<file path="src/rtl/instr_encoder.sv">
// instr_encoder: packs structured instruction requests into 18-bit raw words
// and queues them in a DEPTH-entry FIFO for the decoder side.
//
// Ports:
//   clk, reset_n         clock, asynchronous active-low reset
//   in_valid/in_ready    request handshake (in_ready registered, = !full)
//   in_opcode..in_loop_count  request fields (unused fields are masked)
//   out_valid/out_ready  raw-word handshake (out_valid registered, = !empty)
//   out_instruction      head entry, registered
//   err_illegal          one-cycle pulse after an illegal opcode is accepted
//   issued_count, err_count  saturating statistics
//
// Build option: define ENCODER_STATS_EN to implement the statistics
// counters; otherwise both counter outputs are tied to 0.
module instr_encoder #(
  parameter int DEPTH = 4,
  parameter int CNT_W = 16
) (
  input  logic             clk,
  input  logic             reset_n,
  input  logic             in_valid,
  output logic             in_ready,
  input  logic [4:0]       in_opcode,
  input  logic             in_flag,
  input  logic [3:0]       in_apu,
  input  logic [1:0]       in_reg_a,
  input  logic [1:0]       in_reg_b,
  input  logic [1:0]       in_height,
  input  logic [1:0]       in_width,
  input  logic             in_zero,
  input  logic             in_skip,
  input  logic [2:0]       in_loop_count,
  output logic             out_valid,
  input  logic             out_ready,
  output logic [17:0]      out_instruction,
  output logic             err_illegal,
  output logic [CNT_W-1:0] issued_count,
  output logic [CNT_W-1:0] err_count
);

  localparam int unsigned AW    = $clog2(DEPTH);
  localparam int unsigned PTR_W = AW + 1;
  localparam int unsigned IW    = 18;

  logic [IW-1:0]    mem [DEPTH];
  logic [PTR_W-1:0] wr_ptr;
  logic [PTR_W-1:0] rd_ptr;
  logic [PTR_W-1:0] wr_ptr_nx;
  logic [PTR_W-1:0] rd_ptr_nx;
  logic [IW-1:0]    enc_word;
  logic [IW-1:0]    head_nx;
  logic             legal;
  logic             accept;
  logic             push;
  logic             pop;
  logic             full_nx;
  logic             empty_nx;

  // Pack the request; fields the opcode does not use stay zero.
  always_comb begin
    enc_word        = '0;
    enc_word[17:13] = in_opcode;
    case (in_opcode)
      5'd4, 5'd7, 5'd8: enc_word[12] = in_flag;
      5'd13: begin
        enc_word[12:11] = in_reg_a;
        enc_word[10:9]  = in_reg_b;
      end
      5'd14: enc_word[12:11] = in_reg_a;
      5'd15: begin
        enc_word[12:9] = in_apu;
        enc_word[8:7]  = in_reg_a;
        enc_word[6:5]  = in_height;
        enc_word[4:3]  = in_width;
        enc_word[2]    = in_zero;
        enc_word[1]    = in_skip;
      end
      5'd16: begin
        enc_word[12:9] = in_apu;
        enc_word[8:7]  = in_reg_a;
        enc_word[6:5]  = in_height;
        enc_word[4:3]  = in_width;
      end
      5'd17, 5'd18: enc_word[12:10] = in_loop_count;
      default: ;
    endcase
  end

  // Handshakes and next-state pointers / flags.
  always_comb begin
    legal     = (in_opcode <= 5'd18);
    accept    = in_valid && in_ready;
    push      = accept && legal;
    pop       = out_valid && out_ready;
    wr_ptr_nx = push ? wr_ptr + PTR_W'(1) : wr_ptr;
    rd_ptr_nx = pop  ? rd_ptr + PTR_W'(1) : rd_ptr;
    empty_nx  = (wr_ptr_nx == rd_ptr_nx);
    full_nx   = (wr_ptr_nx[AW] != rd_ptr_nx[AW]) &&
                (wr_ptr_nx[AW-1:0] == rd_ptr_nx[AW-1:0]);
    // The slot being written this edge becomes the head only when the
    // FIFO will hold exactly that one word, so forward it into the register.
    if (empty_nx) begin
      head_nx = '0;
    end else if (push && (rd_ptr_nx[AW-1:0] == wr_ptr[AW-1:0])) begin
      head_nx = enc_word;
    end else begin
      head_nx = mem[rd_ptr_nx[AW-1:0]];
    end
  end

  // Storage array; no reset needed, pointers define validity.
  always_ff @(posedge clk) begin
    if (push) begin
      mem[wr_ptr[AW-1:0]] <= enc_word;
    end
  end

  // Pointers and registered handshake outputs.
  always_ff @(posedge clk or negedge reset_n) begin
    if (!reset_n) begin
      wr_ptr          <= '0;
      rd_ptr          <= '0;
      in_ready        <= 1'b0;
      out_valid       <= 1'b0;
      out_instruction <= '0;
      err_illegal     <= 1'b0;
    end else begin
      wr_ptr          <= wr_ptr_nx;
      rd_ptr          <= rd_ptr_nx;
      in_ready        <= !full_nx;
      out_valid       <= !empty_nx;
      out_instruction <= head_nx;
      err_illegal     <= accept && !legal;
    end
  end

`ifdef ENCODER_STATS_EN
  // Saturating issue / error counters.
  always_ff @(posedge clk or negedge reset_n) begin
    if (!reset_n) begin
      issued_count <= '0;
      err_count    <= '0;
    end else begin
      if (pop && (issued_count != '1)) begin
        issued_count <= issued_count + CNT_W'(1);
      end
      if (accept && !legal && (err_count != '1)) begin
        err_count <= err_count + CNT_W'(1);
      end
    end
  end
`else
  assign issued_count = '0;
  assign err_count    = '0;
`endif

endmodule

</file>
<file path="config.mk">
export PLATFORM = sky130hd
export DESIGN_NAME = instr_encoder
export DESIGN_NICKNAME = d
export VERILOG_FILES = /design/src/rtl/instr_encoder.sv
export SDC_FILE = /design/constraint.sdc
export NUM_CORES = 1
export LEC_CHECK = 0
export ABC_AREA = 1
export CAP_MARGIN = 30
export CORE_MARGIN = 5
export CORE_UTILIZATION = 35
export DETAILED_ROUTE_END_ITERATION = 10
export PLACE_DENSITY_LB_ADDON = 0.12
export SETUP_SLACK_MARGIN = 0.15
export SLEW_MARGIN = 20
export SYNTH_ARGS = -nofsm -noshare
export SYNTH_HDL_FRONTEND = slang
export SYNTH_SLANG_ARGS = --single-unit
</file>
<file path="constraint.sdc">
create_clock -name clk -period 4.4 [get_ports clk]
set_clock_uncertainty 0.1 [all_clocks]
set_input_delay 0.88 -clock clk [delete_from_list [all_inputs] [get_ports clk]]
set_output_delay 0.88 -clock clk [all_outputs]
set_load 0.01 [all_outputs]
</file>
=== Yosys cells after proc, flatten, opt, wreduce, memory -nomap -nowiden ===
Memory sizes are Yosys's and may differ from the RTL's.
Index checks and enable logic that the tools add are counted.
Widths: inputs -> output; s select.

* Register bits: 27
* Latch bits: 0
* Bits in writable memories: 68
* Memory bits (read-only): 0
* Input port bits: 27
* Output and inout port bits: 53
* Logic and storage cells: 48
* Memories kept: 1

* Add/sub/neg operators: 2
* Multipliers: 0
* Divide/modulo/power cells: 0
* Order comparisons: 1
* Equality and inequality tests: 13
* Shift-type cells: 0
* Mux-type cells: 12
* Bitwise logic cells: 0
* Reduce and logical (&&, ||, !) cells: 13

{| class="wikitable"
|+ Memories
! memory !! words !! width !! rd ports !! clocked after Yosys merged registers in !! wr ports !! line !! RTL
|-
| mem || 4 || 17 || 1 || 0 || 1 || 45 || <nowiki>logic [IW-1:0] mem [DEPTH];</nowiki>
|}

{| class="wikitable"
|+ Operators with widths
! cell !! count
|-
| $mux 18 || 2
|-
| $eq 5x4->1 const B || 4
|-
| $eq 5x5->1 const B || 3
|-
| $eq 5x3->1 const B || 2
|-
| $add 3x1->3 const B || 2
|-
| $logic_and 1x1->1 || 6
|-
| $mux 3 || 2
|-
| $mux 6 || 1
|-
| $pmux 1 s3 || 2
|-
| $reduce_or 2->1 || 3
|-
| $le 5x5->1 const B || 1
|-
| $eq 2x2->1 || 2
|-
| $pmux 1 s4 || 1
|-
| $eq 3x3->1 || 1
|-
| $logic_not 1->1 || 3
|-
| $reduce_or 3->1 || 1
|-
| $mux 1 || 2
|-
| $mux 2 || 1
|-
| $pmux 1 s2 || 1
|-
| $ne 1x1->1 || 1
|}

=== Logic depth before layout (Yosys ltp) ===
Gate-level depths: netlist (run 1).

* Word-level depth: 6
* Gate-level depth with buffers: 11
* Gate-level depth less buffers: 10

=== Least setup slack after synthesis (run 1) ===
No wires, ideal clock.

* Path kind: input to register
* Start point: input in_opcode[3]
* End point: memory mem[0][0] (netlist name), enable pin
* Library setup time: 391 ps
* Data arrival time: 2019 ps
* Data required time: 3909 ps
* Slack: 1890 ps
* Stages on the path: 5
* Buffers on the path: 0
* Cells stage by stage: nor2_4 -> nand2_2 -> nand2_4 -> nand2_8 -> nor2_1

* Longest elaborated chain between the ends: 4

{| class="wikitable"
|+ Ends and longest elaborated chain
! what !! line !! RTL
|-
| from (decl) || 23 || <nowiki>input logic [4:0] in_opcode,</nowiki>
|-
| $le 5x5->1 || 91 || <nowiki>legal = (in_opcode <= 5'd18);</nowiki>
|-
| $logic_and 1x1->1 || 93 || <nowiki>push = accept && legal;</nowiki>
|-
| $mux 1 || 113 || <nowiki>if (push) begin</nowiki>
|-
| $mux 1 (not written as such) || 114 || <nowiki>mem[wr_ptr[AW-1:0]] <= enc_word;</nowiki>
|-
| to (decl) || 45 ||
|}

Every way passes these cells.

=== Worst setup path in the final report (run 1) ===
* Start point: input out_ready
* End point: register out_instruction[1]

* Longest elaborated chain between the ends: 6
* Elaborated cells on any way between the ends: 8
* Those cells by class: eq/ne: 2; mux: 3; reduce/logical: 2; memory: 1

{| class="wikitable"
|+ Ends and longest elaborated chain
! what !! line !! RTL
|-
| from (decl) || 34 || <nowiki>input logic out_ready,</nowiki>
|-
| $logic_and 1x1->1 (*) || 94 || <nowiki>pop = out_valid && out_ready;</nowiki>
|-
| $mux 3 (*) || 96 || <nowiki>rd_ptr_nx = pop ? rd_ptr + PTR_W'(1) : rd_ptr;</nowiki>
|-
| branches (longest 3 deep; another with $mem_v2 4x17) || -- ||
|-
| $mux 18 (*) || 102 || <nowiki>if (empty_nx) begin</nowiki>
|-
| net head_nx[1] || 51 || <nowiki>logic [IW-1:0] head_nx;</nowiki>
|-
| to (signal assigned) || 132 || <nowiki>out_instruction <= head_nx;</nowiki>
|-
| to (decl) || 35 || <nowiki>output logic [17:0] out_instruction,</nowiki>
|}

Mark *: on every way through the listed nets, which the timed path passes.

==> results.toml, run 1 <==
[status]
status = "finished clean"

[critical_path]
cpMaxStageDelayCell = "clkdlybuf4s50_1"
endpoint_kind = "flop"
arrival_ns = 3.14
crit_required_ns = 4.53
path_buf_inv = 2
cpPeakStageDelay_ns = 0.50
critPathMaxFanout = 21
critPathKind = "in -> reg"
crit_family = "simple AND/OR/NAND/NOR gates"
worst-path-stages = 11
r2r_setup_slack_ns = 1.91
r2r_start = "rd_ptr[0]"
path_cells = "clkdlybuf4s50_1 > nand2_1 > nand2_1 > o21ai_2 > inv_2 > nand2_1 > nand2_1 > nand2_4 > nand2_1 > nand2_1 > a21oi_1"
reg2regPathDepth = 9
crit_top_cell = "nand2_1"
worstSetupStartpointType = "input pin"
r2r_end = "out_instruction[1]"

[clocking]
cts_hold_buffers = 0
cts_tree = "yes"
clkTransAtPathRegs_ns = 0.06
cts.sink_count = 94
root_buffer = "clkbuf_16"
post_cts_buffers = 0
cts_resized = 0
clk_latency_ns = 0.33
numCtsBuffers = 9
cts_buffer_depth = 2
ctsHtreeMaxLevel = 3

[drt]
first_iter_violations = 220
vias_per_cell = 4.448
wl_mm = 10.58
drc = 0
dr_total_vias = 3047
ant_nets = 0
wl_per_cell_um = 15.44
drt-pass1-iter-count = 4

[finish]
antenna_cells = 0
syn2layout_area_growth_pct = 16.89
final_nets = 540
layout-drive-gt1-share = 0.1014
final_cell_count_no_fill = 685
fill_cells = 1240

[sta]
hold_viol = 0
finalCritPeriodShare = 0.6842
tightest_slew_ns = 0.6480
period_needed_ns = 3.010
slew_headroom = 0.5674
hold_slack_ns = 0.4595
setup_viol = 0
setup_tns_ns = 0
drv_slew = 0
worst_slack_ns = 1.390
rsz0062_at_grt = "false"
fmax_mhz = 332.2

[logic_synthesis]
synth_area_mm2 = 0.004592
ys_seq_elements = 94
seq_area_frac_synth = 0.5864
ys_warn_count = 0
syn_avg_cell_area_um2 = 9.961
synth_cell_types = 29
synth_cells = 461

[placed_design]
place_inst = 669
dp_slack_ns = 1.012
portBuffers = 46
dp_hpwl_mm = 7.009
gp_congestion = 0.7696

[floorplanning]
die_h_um = 124.5
coreArea_mm2 = 0.01272
die_area_mm2 = 0.01551
start_util = 0.3609
boundaryPins = 80
die_x_um = 124.5
rows = 41

[min_path]
min_path_type = "reg -> reg"
holdCritStartpoint = "rd_ptr[2]"
hold_path_end = "rd_ptr[2]"
hold_depth = 2

[power_and_ir_drop]
max-vdd-ir-drop_uv = 302.9
power.leakage_nw = 2.364
power_density_mw_per_mm2 = 664.5

[global_routing]
grt-ovfl-total = 0
grt_usage = 0.1383
grt_first_pass_wirelength_mm = 16.66
grt_pass1_vias = 2983
antenna_found_initial = 0
grt_max_degree = 37

[job]
maxCapViolations = 0
## worst max path at each step
stage                      start                  to
floorplan           in_opcode[3]           mem[0][0]
global placement       out_ready  out_instruction[1]
detailed placement     out_ready  out_instruction[1]
CTS                    out_ready  out_instruction[1]
global route           out_ready  out_instruction[1]
finish                 out_ready  out_instruction[1]
## flip-flops by register name (all words and copies together) (netlist names)
register and cells:
out_instruction 17, in_ready 1, rd_ptr 3, out_valid 1, err_illegal 1, mem 68, wr_ptr 3
## routing by layer
layer / GRT usage / part of all wire / up-vias
met5: 0 / 0 / -
met4: 0.04062 / 0.0058 / 0
met3: 0.03602 / 0.059 / 2
met2: 0.2169 / 0.46 / 96
met1: 0.1889 / 0.47 / 1412
li1: - / - / 1537
## cells in the final DEF (no fill, tap or decap)
cell type	synthesis	routed
nand3b_1	2	2
a21oi_1	10	10
nand3_2	3	3
o21ai_0	1	1
nand3_1	56	56
a21oi_2	9	9
nand2_1	159	159
ha_1	5	5
inv_2	2	2
clkbuf_16	0	9
dfrtp_1	26	26
o21ai_2	1	1
bufinv_16	0	1
nor2_1	14	14
clkbuf_1	2	5
nor2_8	2	2
and3_1	1	1
a21boi_0	1	1
nor3b_1	1	1
nand4_1	1	1
nand2_8	1	1
xor2_1	3	3
clkinv_2	0	1
inv_1	29	29
buf_4	35	6
edfxtp_1	68	68
nand2_4	6	6
clkdlybuf4s50_1	0	46
nor2_4	1	1
conb_1	1	33
nand2_2	10	10
## per-stage QoR
| step | utilization | instance area (um2) | total power [W] |
|---|---|---|---|
| 6_report | 0.4219 | 5368 | 0.003567 |
| 5_1_grt | 0.4219 | 5368 | 0.003829 |
| 4_1_cts | 0.4219 | 5368 | 0.003616 |
| 3_5_place_dp | 0.4000 | 5089 | 0.002867 |
| 3_3_place_gp | 0.4000 | 5089 | 0.002852 |
| 2_1_floorplan | - | 4712 | 0.002408 |
## synth_stat cells
cell type / count / area, um2
a21boi_0: 1 / 7.510
a21oi_1: 10 / 50.05
a21oi_2: 9 / 78.83
and3_1: 1 / 6.260
buf_2: 8 / 40.04
buf_4: 35 / 262.8
buf_6: 3 / 33.78
clkbuf_1: 2 / 7.510
conb_1: 1 / 3.750
dfrtp_1: 26 / 650.6
edfxtp_1: 68 / 2042
ha_1: 5 / 62.56
inv_1: 29 / 108.9
inv_2: 2 / 7.510
nand2_1: 159 / 596.8
nand2_2: 10 / 62.56
nand2_4: 6 / 67.56
nand2_8: 1 / 20.02
nand3_1: 56 / 280.3
nand3_2: 3 / 30.03
nand3b_1: 2 / 15.01
nand4_1: 1 / 6.260
nor2_1: 14 / 52.55
nor2_4: 1 / 11.26
nor2_8: 2 / 40.04
nor3b_1: 1 / 7.510
o21ai_0: 1 / 5.000
o21ai_2: 1 / 8.760
xor2_1: 3 / 26.28
## power by group
part	total (W)	internal (W)	switching, W
registers	0.00123	0.00116	0.0000689
logic	0.00160	0.000547	0.00105
clock network	0.000741	0.000441	0.000301
total	0.00357	0.00215	0.00142
## cell families after synthesis
logic type                 Yosys count  synth area share
AOI/OAI and AO/OA                   22           0.03270
xor gates and xnor gates             3          0.005723
adders and majority gates            5           0.01362
buffers and inverters               79            0.1003
DFF                                 94            0.5864
other                                1         0.0008167
and+or+nand+nor                    257            0.2605
## area by class of cell
class	instances	area (um2)	share of cell area
Inverter	31	116.4	0.02168
Clock buffer	14	244.0	0.04545
Timing Repair Buffer	52	505.5	0.09417
Multi-Input combinational cell	320	1559	0.2904
Sequential cell	94	2693	0.5016
Clock inverter	2	35.03	0.006527
Tap cell	172	215.2	0.04009
## tightest hold or removal path, delay by kind of cell, from the launching register on
family	cells	cell delay (ns)
XOR/XNOR	1	0.10
buffers and inverters	1	0.09
flip-flops	1	0.33
(Power assumes the default switching activity.)
==> run 2: changes to the inputs <==
clock period = 2.82 ns   (was 4.4 ns; I/O delays follow)
==> results.toml, run 2 (synthesis gave the netlist of run 1 again) <==
[status]
status = "finished clean"

[critical_path]
crit_required_ns = 2.96
critPathKind = "in -> reg"
worstSetupStartpointType = "input pin"
cpMaxStageDelayCell = "clkdlybuf4s50_1"
r2r_setup_slack_ns = 0.72
cpPeakStageDelay_ns = 0.58
arrival_ns = 2.54
path_cells = "clkdlybuf4s50_1 > nor2_4 > nand2_2 > nand2_4 > nand2_8 > nor2_8 > nand2_4 > nand2_1 > nand2_1 > a21oi_1"
endpoint_kind = "flop"
critPathMaxFanout = 17

[floorplanning]
die_h_um = 124.5
start_util = 0.3609
die_x_um = 124.5
rows = 41
die_area_mm2 = 0.01551
coreArea_mm2 = 0.01272
boundaryPins = 80

[drt]
ant_nets = 0
drt-pass1-iter-count = 4
wl_mm = 11.20
vias_per_cell = 4.579
first_iter_violations = 225
dr_total_vias = 3196
wl_per_cell_um = 16.05
drc = 0

[global_routing]
grt-ovfl-total = 0
grt_usage = 0.1487
grt_max_degree = 27
grt_first_pass_wirelength_mm = 17.86
grt_pass1_vias = 3147
antenna_found_initial = 0

[power_and_ir_drop]
power.share.sequential = 0.333
switching_share = 0.3982
p_switching_w = 0.002308
internal-power_w = 0.003488
max-vdd-ir-drop_uv = 352.1
p_total_w = 0.005797
p_clk_frac = 0.208
power.leakage_nw = 2.445
power_density_mw_per_mm2 = 1051
comb_power_share = 0.460

[sta]
hold_viol = 0
worst_slack_ns = 0.4281
rsz0062_at_grt = "false"
setup_viol = 0
fmax_mhz = 418.1
drv_slew = 0
setup_tns_ns = 0
finalCritPeriodShare = 0.8482
period_needed_ns = 2.392

[clocking]
root_buffer = "clkbuf_16"
clk_latency_ns = 0.34
ctsHtreeMaxLevel = 3
post_cts_buffers = 0
numCtsBuffers = 9
cts_buffer_depth = 2
cts_tree = "yes"
cts_resized = 0
cts.sink_count = 94
cts_hold_buffers = 0
clkTransAtPathRegs_ns = 0.06

[finish]
finish.utilization = 0.4333
largest_reg_flops = 68
seq_area_mm2 = 0.002693
syn2layout_area_growth_pct = 20.05
fill_cells = 1261
layout-drive-gt1-share = 0.1255
antenna_cells = 0
mostFrequentLayoutCell = "nand2_1"
final_cell_mix = "nand2_1 (159), edfxtp_1 (68), nand3_1 (56)"
final_nets = 553
multi_input_area_mm2 = 0.001559
final_cell_count_no_fill = 698

[job]
maxCapViolations = 0

[placed_design]
dp_hpwl_mm = 7.892
dp_slack_ns = 0.08471
place_inst = 682
gp_congestion = 0.7999
portBuffers = 46

[min_path]
min_path_type = "reg -> reg"
## run 2: cell count changes in the layout (fill, tap and decap cells not counted)
cell / delta
clkbuf_8: +1
buf_12: +3
clkbuf_1: -1
buf_4: +10
## run 2: cell type report
cell class	instances	area share
Clock buffer	14	0.04607
Sequential cell	94	0.4884
Timing Repair Buffer	65	0.1162
Inverter	31	0.02111
Multi-Input combinational cell	320	0.2828
Clock inverter	2	0.006355
Tap cell	172	0.03904
## run 2: worst paths after layout
kind                               from             endpoint  cells after the start
setup / recovery           in_opcode[3]   out_instruction[1]                     10
hold / removal                rd_ptr[2]            rd_ptr[2]                      2
setup reg to reg              rd_ptr[0]   out_instruction[1]                      7
hold reg to reg               rd_ptr[2]            rd_ptr[2]                      2
max in group asynchronous       reset_n   out_instruction[3]                      2
min in group asynchronous       reset_n  out_instruction[10]                      2
## run 2: layer usage
| layer | global-route usage | up-vias | wire, um |
|---|---|---|---|
| met5 | 0 | - | 0 |
| li1 | - | 1563 | - |
| met1 | 0.2060 | 1516 | 5373 |
| met3 | 0.03173 | 13 | 622 |
| met4 | 0.05609 | 0 | 189 |
| met2 | 0.2287 | 104 | 5018 |
## run 2: power by group through the flow
stage | Clock (W) | Combinational [W] | Sequential, W
CTS | 0.00123 | 0.00270 | 0.00193
floorplan | 0 | 0.00176 | 0.00200
global route | 0.00129 | 0.00298 | 0.00196
detailed placement | 0 | 0.00269 | 0.00196
global placement | 0 | 0.00265 | 0.00196
finish | 0.00120 | 0.00266 | 0.00193
## run 2: per-stage QoR
| step | cell area (um2) | hold WS, ns |
|---|---|---|
| 2_1_floorplan | 4712 | 0.1684 |
| 4_1_cts | 5513 | 0.4540 |
| 3_3_place_gp | 5224 | 0.4444 |
| 6_report | 5513 | 0.4510 |
| 3_5_place_dp | 5224 | 0.4380 |
| 5_1_grt | 5513 | 0.4974 |
## run 2: critical path, delay by kind of cell
| kind | cells | cell delay (ns) |
|---|---|---|
| and+or+nand+nor | 8 | 1.21 |
| buffers and inverters | 1 | 0.58 |
| AOI/OAI and AO/OA | 1 | 0.18 |
==> run 3: changes to the inputs <==
clock period = 1.9 ns   (was 2.82 ns; I/O delays follow)
==> results.toml, run 3 (synthesis gave the netlist of run 1 again) <==
[status]
status = "finished clean"

[sta]
worst_slack_ns = 0.03722
period_needed_ns = 1.863
fmax_mhz = 536.8
setup_viol = 0
hold_viol = 0
finalCritPeriodShare = 0.9804
hold_slack_ns = 0.3092
rsz0062_at_grt = "true"
drv_slew = 0

[clocking]
cts_buffer_depth = 2
clkTransAtPathRegs_ns = 0.07
root_buffer = "clkbuf_16"
ctsHtreeMaxLevel = 3
cts.sink_count = 94
clk_latency_ns = 0.34
numCtsBuffers = 9
cts_tree = "yes"

[critical_path]
cp-endpoint = "out_instruction[7]"
r2r_start = "rd_ptr[1]"
critPathKind = "reg -> reg"
r2r_setup_slack_ns = 0.04
r2r_end = "out_instruction[7]"
arrival_ns = 1.98
crit_required_ns = 2.02
worstSetupStartpointType = "flop"
endpoint_kind = "flop"
reg2regPathDepth = 9
critPathMaxFanout = 8
crit_start = "rd_ptr[1]"

[finish]
mostFrequentLayoutCell = "nand2_1"
final_cell_mix = "nand2_1 (155), edfxtp_1 (68), nand3_1 (52)"
antenna_cells = 0
layout-drive-gt1-share = 0.2434
syn2layout_area_growth_pct = 32.18
largest_reg_flops = 68
multi_input_area_mm2 = 0.001709
final_nets = 594
finalInstanceArea_mm2 = 0.006070
fill_cells = 1198
seq_area_mm2 = 0.002695

[job]
maxCapViolations = 0

[floorplanning]
die_area_mm2 = 0.01551
boundaryPins = 80
start_util = 0.3609
die_h_um = 124.5
coreArea_mm2 = 0.01272
rows = 41
die_x_um = 124.5

[placed_design]
dpl-instance-area_mm2 = 0.005451
dp_slack_ns = -0.5776
gp_congestion = 0.7953
portBuffers = 46
dp_hpwl_mm = 8.421

[drt]
wl_per_cell_um = 16.43
wl_mm = 12.14
first_iter_violations = 253
dr_total_vias = 3355
vias_per_cell = 4.540
drc = 0
drt-pass1-iter-count = 4
ant_nets = 0

[global_routing]
antenna_found_initial = 0
grt_max_degree = 27
grt_first_pass_wirelength_mm = 18.71
grt-ovfl-total = 0
grt_pass1_vias = 3253
grt_usage = 0.1573

[power_and_ir_drop]
power_density_mw_per_mm2 = 1597
power.leakage_nw = 2.761
max-vdd-ir-drop_uv = 492.7

[min_path]
min_path_type = "in -> async"
run 3: cell count changes in the layout (fill, tap and decap cells not counted), sizes merged:
cell	previous run	this run
dlygate4sd2	0	4
dlymetal6s2s	0	7
nand2	176	177
clkinvlp	0	1
bufinv	1	0
clkbuf	14	10
inv	31	33
buf	19	58
clkdlybuf4s50	46	35
clkinv	1	4
run 3: routing by layer:
layer / track usage / vias to the layer above / share of wire
met2: 0.2490 / 116 / 0.47
met3: 0.02616 / 12 / 0.055
met4: 0.05351 / 0 / 0.015
met1: 0.2190 / 1575 / 0.46
li1: - / 1652 / -
met5: 0 / - / 0
run 3: critical path, stage by stage (launching register included):
cell and delay (ns):
dfrtp_1 0.41, ha_4 0.25, o21ai_4 0.23, inv_2 0.10, buf_6 0.13, nand3_4 0.07
nand2_4 0.07, nor2_8 0.15, buf_12 0.16, a21oi_2 0.06
run 3: through the flow:
step | instances | TNS, ns | utilization | total power, W
2_1_floorplan | 493 | -7.452 | - | 0.005578
3_3_place_gp | 709 | -48.81 | 0.4285 | 0.007278
3_5_place_dp | 709 | -48.80 | 0.4285 | 0.007291
4_1_cts | 731 | 0 | 0.4645 | 0.009506
5_1_grt | 739 | -0.6985 | 0.4771 | 0.01034
6_report | 739 | 0 | 0.4771 | 0.009695
run 3: power by group:
part | leakage (nW) | switching [W] | internal [W]
Clock | 0.134 | 0.000772 | 0.000889
Combinational | 1.72 | 0.00298 | 0.00220
Sequential | 0.904 | 0.000172 | 0.00269
run 3: cell type report:
class / instances / share of cell area
Clock buffer: 9 / 0.03711
Clock inverter: 7 / 0.007833
Timing Repair Buffer: 105 / 0.1748
Multi-Input combinational cell: 321 / 0.2816
Tap cell: 172 / 0.03546
Inverter: 31 / 0.01917
Sequential cell: 94 / 0.4440
run 3: worst min path at each step:
stage / endpoint / slack (ns) / cells past startpoint
after floorplan: err_illegal / -0.02 / 0
after global placement: rd_ptr[2] / 0.45 / 2
after detailed placement: rd_ptr[2] / 0.45 / 2
after CTS: out_instruction[10] / 0.33 / 2
after global routing: out_instruction[12] / 0.34 / 2
final: out_instruction[10] / 0.31 / 2
run 3: timing repair:
item	CTS	global route
setup buffers	5	6
resized for setup	34	27
hold buffers	0	0
hold endpoints to repair	0	0
pin swaps	10	10
gates cloned	1	2
endpoints found under the setup margin	136	95
